--- config.mk ---
export PLATFORM = sky130hd
export DESIGN_NAME = mem_port_arbiter_flat
export DESIGN_NICKNAME = d
export VERILOG_FILES = /design/src/rtl/mem_port_arbiter_pkg.sv /design/src/rtl/mem_port_arbiter_if.sv /design/src/rtl/mem_port_arbiter_addr_checker.sv /design/src/rtl/mem_port_arbiter.sv /design/src/flat_wrapper.sv
export SDC_FILE = /design/constraint.sdc
export NUM_CORES = 1
export LEC_CHECK = 0
export ABC_AREA = 1
export CAP_MARGIN = 10
export CORE_ASPECT_RATIO = 0.5
export CORE_UTILIZATION = 35
export CTS_CLUSTER_DIAMETER = 80
export DETAILED_ROUTE_END_ITERATION = 10
export GPL_TIMING_DRIVEN = 1
export PLACE_DENSITY = 0.68
export SYNTH_ARGS = -nofsm -noshare
export SYNTH_HDL_FRONTEND = slang
export SYNTH_HIERARCHICAL = 1
export SYNTH_SLANG_ARGS = --single-unit
--- constraint.sdc ---
create_clock -name clk -period 2.4 [get_ports clk]
set_input_delay 0.72 -clock clk [delete_from_list [all_inputs] [get_ports clk]]
set_output_delay 0.72 -clock clk [all_outputs]
set_load 0.02 [all_outputs]
--- src/rtl/mem_port_arbiter_pkg.sv ---
// Shared types and constants for the memory port arbiter.
//   state_e      arbiter FSM state encoding
//   GRANT_*      encoding of the last-granted requester (round-robin memory)
//   *_DFLT       default legal address regions for fetch and data ports
package mem_port_arbiter_pkg;

  typedef enum logic [2:0] {
    ST_IDLE   = 3'd0,
    ST_BUSY_I = 3'd1,
    ST_BUSY_D = 3'd2,
    ST_RESP_I = 3'd3,
    ST_RESP_D = 3'd4
  } state_e;

  localparam logic GRANT_INSTR = 1'b0;
  localparam logic GRANT_DATA  = 1'b1;

  localparam logic [31:0] INSTR_BASE_DFLT  = 32'h0000_0000;
  localparam logic [31:0] INSTR_LIMIT_DFLT = 32'h0000_FFFF;
  localparam logic [31:0] DATA_BASE_DFLT   = 32'h0001_0000;
  localparam logic [31:0] DATA_LIMIT_DFLT  = 32'h0001_FFFF;

endpackage

--- src/rtl/mem_port_arbiter_if.sv ---
// Bundles the fetch port, the data port and the backing-memory bus of the
// arbiter.
//   master : arbiter view (drives responses, waits and the memory strobes)
//   slave  : environment view (requesters plus the memory model)
interface mem_port_arbiter_if #(
  parameter int ADDR_W = 32,
  parameter int DATA_W = 32
);
  logic              instr_req;
  logic [ADDR_W-1:0] instr_addr;
  logic [DATA_W-1:0] instr;
  logic              wait_instr;
  logic              instr_segv;

  logic              rd;
  logic              wd;
  logic [ADDR_W-1:0] data_addr;
  logic [DATA_W-1:0] data_in;
  logic [DATA_W-1:0] data;
  logic              wait_data;
  logic              data_segv;

  logic [ADDR_W-1:0] mem_addr;
  logic [DATA_W-1:0] mem_wdata;
  logic              mem_rd;
  logic              mem_wr;
  logic [DATA_W-1:0] mem_rdata;
  logic              mem_ack;

  modport master (
    input  instr_req, instr_addr, rd, wd, data_addr, data_in, mem_rdata, mem_ack,
    output instr, wait_instr, instr_segv, data, wait_data, data_segv,
           mem_addr, mem_wdata, mem_rd, mem_wr
  );

  modport slave (
    output instr_req, instr_addr, rd, wd, data_addr, data_in, mem_rdata, mem_ack,
    input  instr, wait_instr, instr_segv, data, wait_data, data_segv,
           mem_addr, mem_wdata, mem_rd, mem_wr
  );
endinterface

--- src/rtl/mem_port_arbiter_addr_checker.sv ---
// Combinational legality check for one request port.
//   addr_i : requested address
//   ok_o   : 1 when addr_i lies in [BASE, LIMIT] and is word aligned
module mem_port_arbiter_addr_checker #(
  parameter int                ADDR_W = 32,
  parameter logic [ADDR_W-1:0] BASE   = '0,
  parameter logic [ADDR_W-1:0] LIMIT  = '1
) (
  input  logic [ADDR_W-1:0] addr_i,
  output logic              ok_o
);
  logic [ADDR_W-1:0] offset;

  // One unsigned subtract covers both bounds (addresses below BASE wrap
  // to large offsets) and avoids a constant compare when BASE is zero.
  assign offset = addr_i - BASE;
  assign ok_o   = (offset <= (LIMIT - BASE)) && (addr_i[1:0] == 2'b00);
endmodule

--- src/rtl/mem_port_arbiter.sv ---
// Shares one single-ported memory between instruction fetch and data
// load/store. Arbitrates (round-robin on conflict), range/alignment checks,
// runs the mem_rd/mem_wr + mem_ack handshake with a timeout, and returns the
// result in a one-cycle registered response.
//   clk, reset : clock and synchronous active-high reset
//   bus        : fetch port, data port and memory bus (master modport)
//
// state   | meaning
// --------+-----------------------------------------------
// IDLE    | no access in flight, arbitrate pending requests
// BUSY_I  | fetch strobe on memory, waiting for mem_ack
// BUSY_D  | load/store strobe on memory, waiting for mem_ack
// RESP_I  | instr/instr_segv valid, wait_instr low
// RESP_D  | data/data_segv valid, wait_data low
module mem_port_arbiter
  import mem_port_arbiter_pkg::*;
#(
  parameter int                ADDR_W      = 32,
  parameter int                DATA_W      = 32,
  parameter logic [ADDR_W-1:0] INSTR_BASE  = ADDR_W'(INSTR_BASE_DFLT),
  parameter logic [ADDR_W-1:0] INSTR_LIMIT = ADDR_W'(INSTR_LIMIT_DFLT),
  parameter logic [ADDR_W-1:0] DATA_BASE   = ADDR_W'(DATA_BASE_DFLT),
  parameter logic [ADDR_W-1:0] DATA_LIMIT  = ADDR_W'(DATA_LIMIT_DFLT),
  parameter int                TIMEOUT     = 255
) (
  input logic                clk,
  input logic                reset,
  mem_port_arbiter_if.master bus
);
  localparam int              CNT_W    = $clog2(TIMEOUT + 1);
  localparam logic [CNT_W-1:0] CNT_LOAD = CNT_W'(TIMEOUT - 1);

  state_e            state_q;
  logic              last_grant_q;
  logic [CNT_W-1:0]  cnt_q;
  logic [ADDR_W-1:0] mem_addr_q;
  logic [DATA_W-1:0] mem_wdata_q;
  logic              mem_rd_q, mem_wr_q;
  logic [DATA_W-1:0] instr_q, data_q;
  logic              instr_segv_q, data_segv_q;

  logic instr_ok, data_ok;
  logic instr_pend, data_pend, grant_data_d, data_fault;

  mem_port_arbiter_addr_checker #(
    .ADDR_W(ADDR_W), .BASE(INSTR_BASE), .LIMIT(INSTR_LIMIT)
  ) u_instr_chk (
    .addr_i(bus.instr_addr), .ok_o(instr_ok)
  );

  mem_port_arbiter_addr_checker #(
    .ADDR_W(ADDR_W), .BASE(DATA_BASE), .LIMIT(DATA_LIMIT)
  ) u_data_chk (
    .addr_i(bus.data_addr), .ok_o(data_ok)
  );

  assign instr_pend = bus.instr_req;
  assign data_pend  = bus.rd | bus.wd;
  assign data_fault = ~data_ok | (bus.rd & bus.wd);
  // Data wins when it is alone, or on a conflict after an instruction grant.
  assign grant_data_d = data_pend & (~instr_pend | (last_grant_q == GRANT_INSTR));

  always_ff @(posedge clk) begin
    if (reset) begin
      state_q      <= ST_IDLE;
      last_grant_q <= GRANT_INSTR;
      cnt_q        <= '0;
      mem_addr_q   <= '0;
      mem_wdata_q  <= '0;
      mem_rd_q     <= 1'b0;
      mem_wr_q     <= 1'b0;
      instr_q      <= '0;
      data_q       <= '0;
      instr_segv_q <= 1'b0;
      data_segv_q  <= 1'b0;
    end else begin
      case (state_q)
        ST_IDLE: begin
          if (instr_pend | data_pend) begin
            last_grant_q <= grant_data_d ? GRANT_DATA : GRANT_INSTR;
            cnt_q        <= CNT_LOAD;
            if (grant_data_d) begin
              if (data_fault) begin
                state_q     <= ST_RESP_D;
                data_segv_q <= 1'b1;
                data_q      <= '0;
              end else begin
                state_q     <= ST_BUSY_D;
                mem_addr_q  <= bus.data_addr;
                mem_wdata_q <= bus.data_in;
                mem_rd_q    <= bus.rd;
                mem_wr_q    <= bus.wd;
              end
            end else begin
              if (!instr_ok) begin
                state_q      <= ST_RESP_I;
                instr_segv_q <= 1'b1;
                instr_q      <= '0;
              end else begin
                state_q     <= ST_BUSY_I;
                mem_addr_q  <= bus.instr_addr;
                mem_wdata_q <= '0;
                mem_rd_q    <= 1'b1;
              end
            end
          end
        end
        ST_BUSY_I, ST_BUSY_D: begin
          // An ack in the last allowed cycle still completes normally.
          if (bus.mem_ack || (cnt_q == '0)) begin
            mem_rd_q <= 1'b0;
            mem_wr_q <= 1'b0;
            if (state_q == ST_BUSY_I) begin
              state_q      <= ST_RESP_I;
              instr_segv_q <= ~bus.mem_ack;
              instr_q      <= bus.mem_ack ? bus.mem_rdata : '0;
            end else begin
              state_q     <= ST_RESP_D;
              data_segv_q <= ~bus.mem_ack;
              data_q      <= (bus.mem_ack && mem_rd_q) ? bus.mem_rdata : '0;
            end
          end else begin
            cnt_q <= cnt_q - CNT_W'(1);
          end
        end
        ST_RESP_I, ST_RESP_D: state_q <= ST_IDLE;
        default:              state_q <= ST_IDLE;
      endcase
    end
  end

  assign bus.mem_addr   = mem_addr_q;
  assign bus.mem_wdata  = mem_wdata_q;
  assign bus.mem_rd     = mem_rd_q;
  assign bus.mem_wr     = mem_wr_q;
  assign bus.instr      = instr_q;
  assign bus.data       = data_q;
  assign bus.instr_segv = instr_segv_q;
  assign bus.data_segv  = data_segv_q;
  assign bus.wait_instr = bus.instr_req & (state_q != ST_RESP_I);
  assign bus.wait_data  = (bus.rd | bus.wd) & (state_q != ST_RESP_D);
endmodule
--- src/flat_wrapper.sv ---
// flat-port wrapper written by rule: the top's interface ports become plain ports
module mem_port_arbiter_flat import mem_port_arbiter_pkg::*;
#(
  parameter int                ADDR_W      = 32,
  parameter int                DATA_W      = 32,
  parameter logic [ADDR_W-1:0] INSTR_BASE  = ADDR_W'(INSTR_BASE_DFLT),
  parameter logic [ADDR_W-1:0] INSTR_LIMIT = ADDR_W'(INSTR_LIMIT_DFLT),
  parameter logic [ADDR_W-1:0] DATA_BASE   = ADDR_W'(DATA_BASE_DFLT),
  parameter logic [ADDR_W-1:0] DATA_LIMIT  = ADDR_W'(DATA_LIMIT_DFLT),
  parameter int                TIMEOUT     = 255
)
  (clk, reset, bus_instr_req, bus_instr_addr, bus_rd, bus_wd, bus_data_addr, bus_data_in, bus_mem_rdata, bus_mem_ack, bus_instr, bus_wait_instr, bus_instr_segv, bus_data, bus_wait_data, bus_data_segv, bus_mem_addr, bus_mem_wdata, bus_mem_rd, bus_mem_wr);
  mem_port_arbiter_if #(.ADDR_W(ADDR_W), .DATA_W(DATA_W)) bus_i ();
  input logic clk;
  input logic reset;
  input wire logic [$bits(bus_i.instr_req)-1:0] bus_instr_req;
  input wire logic [$bits(bus_i.instr_addr)-1:0] bus_instr_addr;
  input wire logic [$bits(bus_i.rd)-1:0] bus_rd;
  input wire logic [$bits(bus_i.wd)-1:0] bus_wd;
  input wire logic [$bits(bus_i.data_addr)-1:0] bus_data_addr;
  input wire logic [$bits(bus_i.data_in)-1:0] bus_data_in;
  input wire logic [$bits(bus_i.mem_rdata)-1:0] bus_mem_rdata;
  input wire logic [$bits(bus_i.mem_ack)-1:0] bus_mem_ack;
  output wire logic [$bits(bus_i.instr)-1:0] bus_instr;
  output wire logic [$bits(bus_i.wait_instr)-1:0] bus_wait_instr;
  output wire logic [$bits(bus_i.instr_segv)-1:0] bus_instr_segv;
  output wire logic [$bits(bus_i.data)-1:0] bus_data;
  output wire logic [$bits(bus_i.wait_data)-1:0] bus_wait_data;
  output wire logic [$bits(bus_i.data_segv)-1:0] bus_data_segv;
  output wire logic [$bits(bus_i.mem_addr)-1:0] bus_mem_addr;
  output wire logic [$bits(bus_i.mem_wdata)-1:0] bus_mem_wdata;
  output wire logic [$bits(bus_i.mem_rd)-1:0] bus_mem_rd;
  output wire logic [$bits(bus_i.mem_wr)-1:0] bus_mem_wr;
  assign bus_i.instr_req = bus_instr_req;
  assign bus_i.instr_addr = bus_instr_addr;
  assign bus_i.rd = bus_rd;
  assign bus_i.wd = bus_wd;
  assign bus_i.data_addr = bus_data_addr;
  assign bus_i.data_in = bus_data_in;
  assign bus_i.mem_rdata = bus_mem_rdata;
  assign bus_i.mem_ack = bus_mem_ack;
  assign bus_instr = bus_i.instr;
  assign bus_wait_instr = bus_i.wait_instr;
  assign bus_instr_segv = bus_i.instr_segv;
  assign bus_data = bus_i.data;
  assign bus_wait_data = bus_i.wait_data;
  assign bus_data_segv = bus_i.data_segv;
  assign bus_mem_addr = bus_i.mem_addr;
  assign bus_mem_wdata = bus_i.mem_wdata;
  assign bus_mem_rd = bus_i.mem_rd;
  assign bus_mem_wr = bus_i.mem_wr;
  mem_port_arbiter #(.ADDR_W(ADDR_W), .DATA_W(DATA_W), .INSTR_BASE(INSTR_BASE), .INSTR_LIMIT(INSTR_LIMIT), .DATA_BASE(DATA_BASE), .DATA_LIMIT(DATA_LIMIT), .TIMEOUT(TIMEOUT)) u_core (.clk(clk), .reset(reset), .bus(bus_i));
endmodule
==> summary.txt <==
Die
  • Die height: 105 um
  • Placeable Area: 20600 um2
  • Number of I/O pins: 268
  • Chip width: 207 um
  • Core Rows: 37
  • Die Area: 21700 um2
  • Initial Util: 0.358

STA
  • Worst hold margin: 463 ps
  • TNS Setup: 0 ps
  • # setup viols final: 0
  • FMAX: 426 MHz
  • Tmin final: 2350 ps
  • Final worst slack: 54.0 ps
  • Fin. max-slew vios: 0
  • Clock Skew: 7.77 ps
  • Slew @ Worst Pin: 463 ps
  • Relative slew slack: 0.691
  • Fin crit share: 0.978
  • Final hold viol count: 0

Critical path
  • Cell Chain, Critical Path: clkdlybuf4s50_1 -> nor2_1 -> a31oi_1 -> buf_2
  • Crit path DAT: 1630 ps
  • Family with the most delay on the worst path: buffers and inverters
  • Worst path depth: 4
  • CP Data Required Time: 1680 ps
  • WP buf/inv: 2
  • Critical Path Source Type: input pin
  • CP max FO: 2
  • Critical Path Sink Type: primary output
  • Worst R2R Path Depth: 11
  • Crit Path Class: in2out
  • Worst path max stage delay: 480 ps
  • Setup slack, reg-to-reg: 600 ps
  • Slowest cell on crit path: clkdlybuf4s50_1

Synthesis
  • Avg Inst Size Synth: 6.27 um2
  • Largest family of logic cells by synthesized area: simple AND/OR/NAND/NOR gates
  • Area share of the largest cell type after synthesis: 0.391
  • Multiplexer share of the synthesized area: 0
  • Unique masters post-synth: 30
  • Synth Net Count: 1312
  • Number of flops mapped to enable cells by yosys: 0
  • Post-synthesis sequential area ratio: 0.391
  • Post-synthesis register bit count: 144
  • Top_reg_cell synth: dfxtp_1
  • Post-Synth Simple-Gate Area: 0.406
  • Mapped Area: 7380 um2
  • Yosys warns: 6
  • XOR/XNOR Fraction of Synth Area: 0.00119
  • Area leader, netlist: dfxtp_1
  • Area share of fa/ha/maj cells after synthesis: 0.00339
  • Synth Area in Compound Gates: 0.0585
  • Ys async rst share: 0
  • Cells after synthesis: 1176
  • Top area cells in the synthesized netlist: dfxtp_1 (39%), nand2_1 (16%), nor2_1 (8.9%)

Routing
  • Vias: 8327
  • Initial DRC count: 489
  • DRC Markers: 0
  • Routed wire length: 24.0 mm
  • Wirelength per Cell: 13.9 um
  • Vias per cell: 4.83
  • Detail Route Antenna Nets: 0
  • Drt pass-1 iters: 5

Placed design
  • Gpl congestion: 0.871
  • Pre-CTS WS: -629 ps
  • Port Buffers: 267
  • Post-DP Area: 10600 um2
  • Post-detail-place hpwl: 17.3 mm

Job
  • Max Cap Viol: 0

Clock tree
  • CTS tree: yes
  • Sink Count: 144
  • CTS max path bufs: 2
  • Clock transition at the registers of the reported paths: 60 ps
  • Clock latency on the worst-skew pair: 420 ps
  • CTS H-tree depth: 4
  • CTS buffer count: 17
  • Clk root buf: clkbuf_16
  • CTS Hold Bufs: 0

Global route
  • Vias in the first global route: 7761
  • Largest net degree at the start of global routing: 70
  • Global-route wire length before repair: 38.2 mm
  • GR Overflow Total: 0
  • All-Layer GR Usage: 0.216
  • Initial antenna violation count: 0

Min path
  • Hold path depth: 2
  • Worst hold-check path type: reg2reg

Finish
  • Area grow syn2layout: 55.2%
  • Post-route cell area: 11400 um2
  • Post-layout nets: 1574
  • Ratio of cells with drive above 1 in the final layout: 0.0959
  • N_diodes: 0

Run status
  • Status: complete, no violations

Pwr
  • IR Drop Worst-Case VDD: 567 uV
  • Total power: 12.9 mW
  • Pwr dens: 1130 nW/um2
  • Leakage: 5.09 nW
[power by group]
group | internal [mW] | switching (mW)
sequential | 3.04 | 0.401
clock | 2.06 | 1.08
combinational | 2.69 | 3.66
[layer usage]
layer | vias to the layer above | part of all wire | wire (um) | track usage
li1 | 4190 | - | - | -
met3 | 35 | 0.044 | 1050 | 0.0382
met5 | - | 0 | 0 | 0
met4 | 0 | 0.018 | 435 | 0.0832
met2 | 249 | 0.51 | 12200 | 0.390
met1 | 3853 | 0.43 | 10300 | 0.256
[area by class of cell]
type | count | area [um2]
clock buffer | 18 | 429
clock inverter | 13 | 259
fill | 1966 | 9150
inverter | 171 | 649
multi-input combinational | 782 | 3560
sequential | 144 | 2880
tap | 273 | 342
timing repair buffer | 322 | 3330
[per-stage QoR]
stage	util	instances
3_5_place_dp	0.515	1688
6_report	0.556	1723
2_1_floorplan	-	1176
3_3_place_gp	0.515	1688
4_1_cts	0.551	1721
5_1_grt	0.556	1723
[repair_timing]
action	CTS	global route
setup endpoints to repair	101	99
gates resized for setup	32	39
setup buffers	2	3
pin swaps	4	21
gates cloned	1	1
[kinds of logic after synthesis]
family	Yosys count
simple gates	695
buf+inv	250
flops	144
compound gates	84
fa+ha+maj	2
xor+xnor	1
[registers in the layout, summed over array words and instances, names as in the netlist]
name,count
u_core/bus.mem_wdata,32
u_core/bus.instr,32
u_core/bus.data_segv,1
u_core/bus.mem_rd,1
u_core/bus.mem_wr,1
u_core/bus.mem_addr,32
u_core/bus.data,32
u_core/bus.instr_segv,1
u_core/last_grant_q,1
u_core/state_q,3
u_core/cnt_q,8
[cells in the mapped netlist (4+ instances only)]
cell	count
dfxtp_1	144
buf_6	5
inv_1	153
clkinv_1	9
a21oi_1	43
nand3_1	118
nand4_1	69
inv_2	8
buf_2	29
buf_4	5
nor2_1	174
o21ai_0	37
clkbuf_1	35
nand2_1	317
buf_1	5
nor2_2	5
nand2_2	4
[cell usage in the layout (no fill, tap or decap), drive strengths merged, types with 6 or more instances in the layout]
cell type / netlist / final
dlymetal6s2s: 0 / 6
bufinv: 0 / 7
clkinv: 9 / 13
o21ai: 37 / 37
a21oi: 43 / 43
dfxtp: 144 / 144
nor2: 180 / 180
clkdlybuf4s50: 0 / 248
nand2: 321 / 321
nand4: 69 / 69
buf: 44 / 56
inv: 162 / 164
nand3: 121 / 121
clkbuf: 35 / 24
[worst reg2reg max path, delay by kind of cell (launching register included)]
kind / cells / cell delay (ps)
AND/OR/NAND/NOR: 6 / 820
flip-flops: 1 / 300
buffers and inverters: 4 / 440
adder cells (fa/ha/maj): 1 / 180
[final timing paths]
| kind | start | endpoint |
|---|---|---|
| worst max register to register | u_core/cnt_q[0]$_SDFFE_PP0P_ | u_core/bus.data[30]$_SDFFE_PP0P_ |
| worst min-delay path | u_core/bus.mem_wdata[14]$_SDFFE_PP0P_ | u_core/bus.mem_wdata[14]$_SDFFE_PP0P_ |
| worst min register to register | u_core/bus.mem_wdata[14]$_SDFFE_PP0P_ | u_core/bus.mem_wdata[14]$_SDFFE_PP0P_ |
| worst max-delay path | bus_wd | bus_wait_data |
Power figures use the tool's default switching activity.
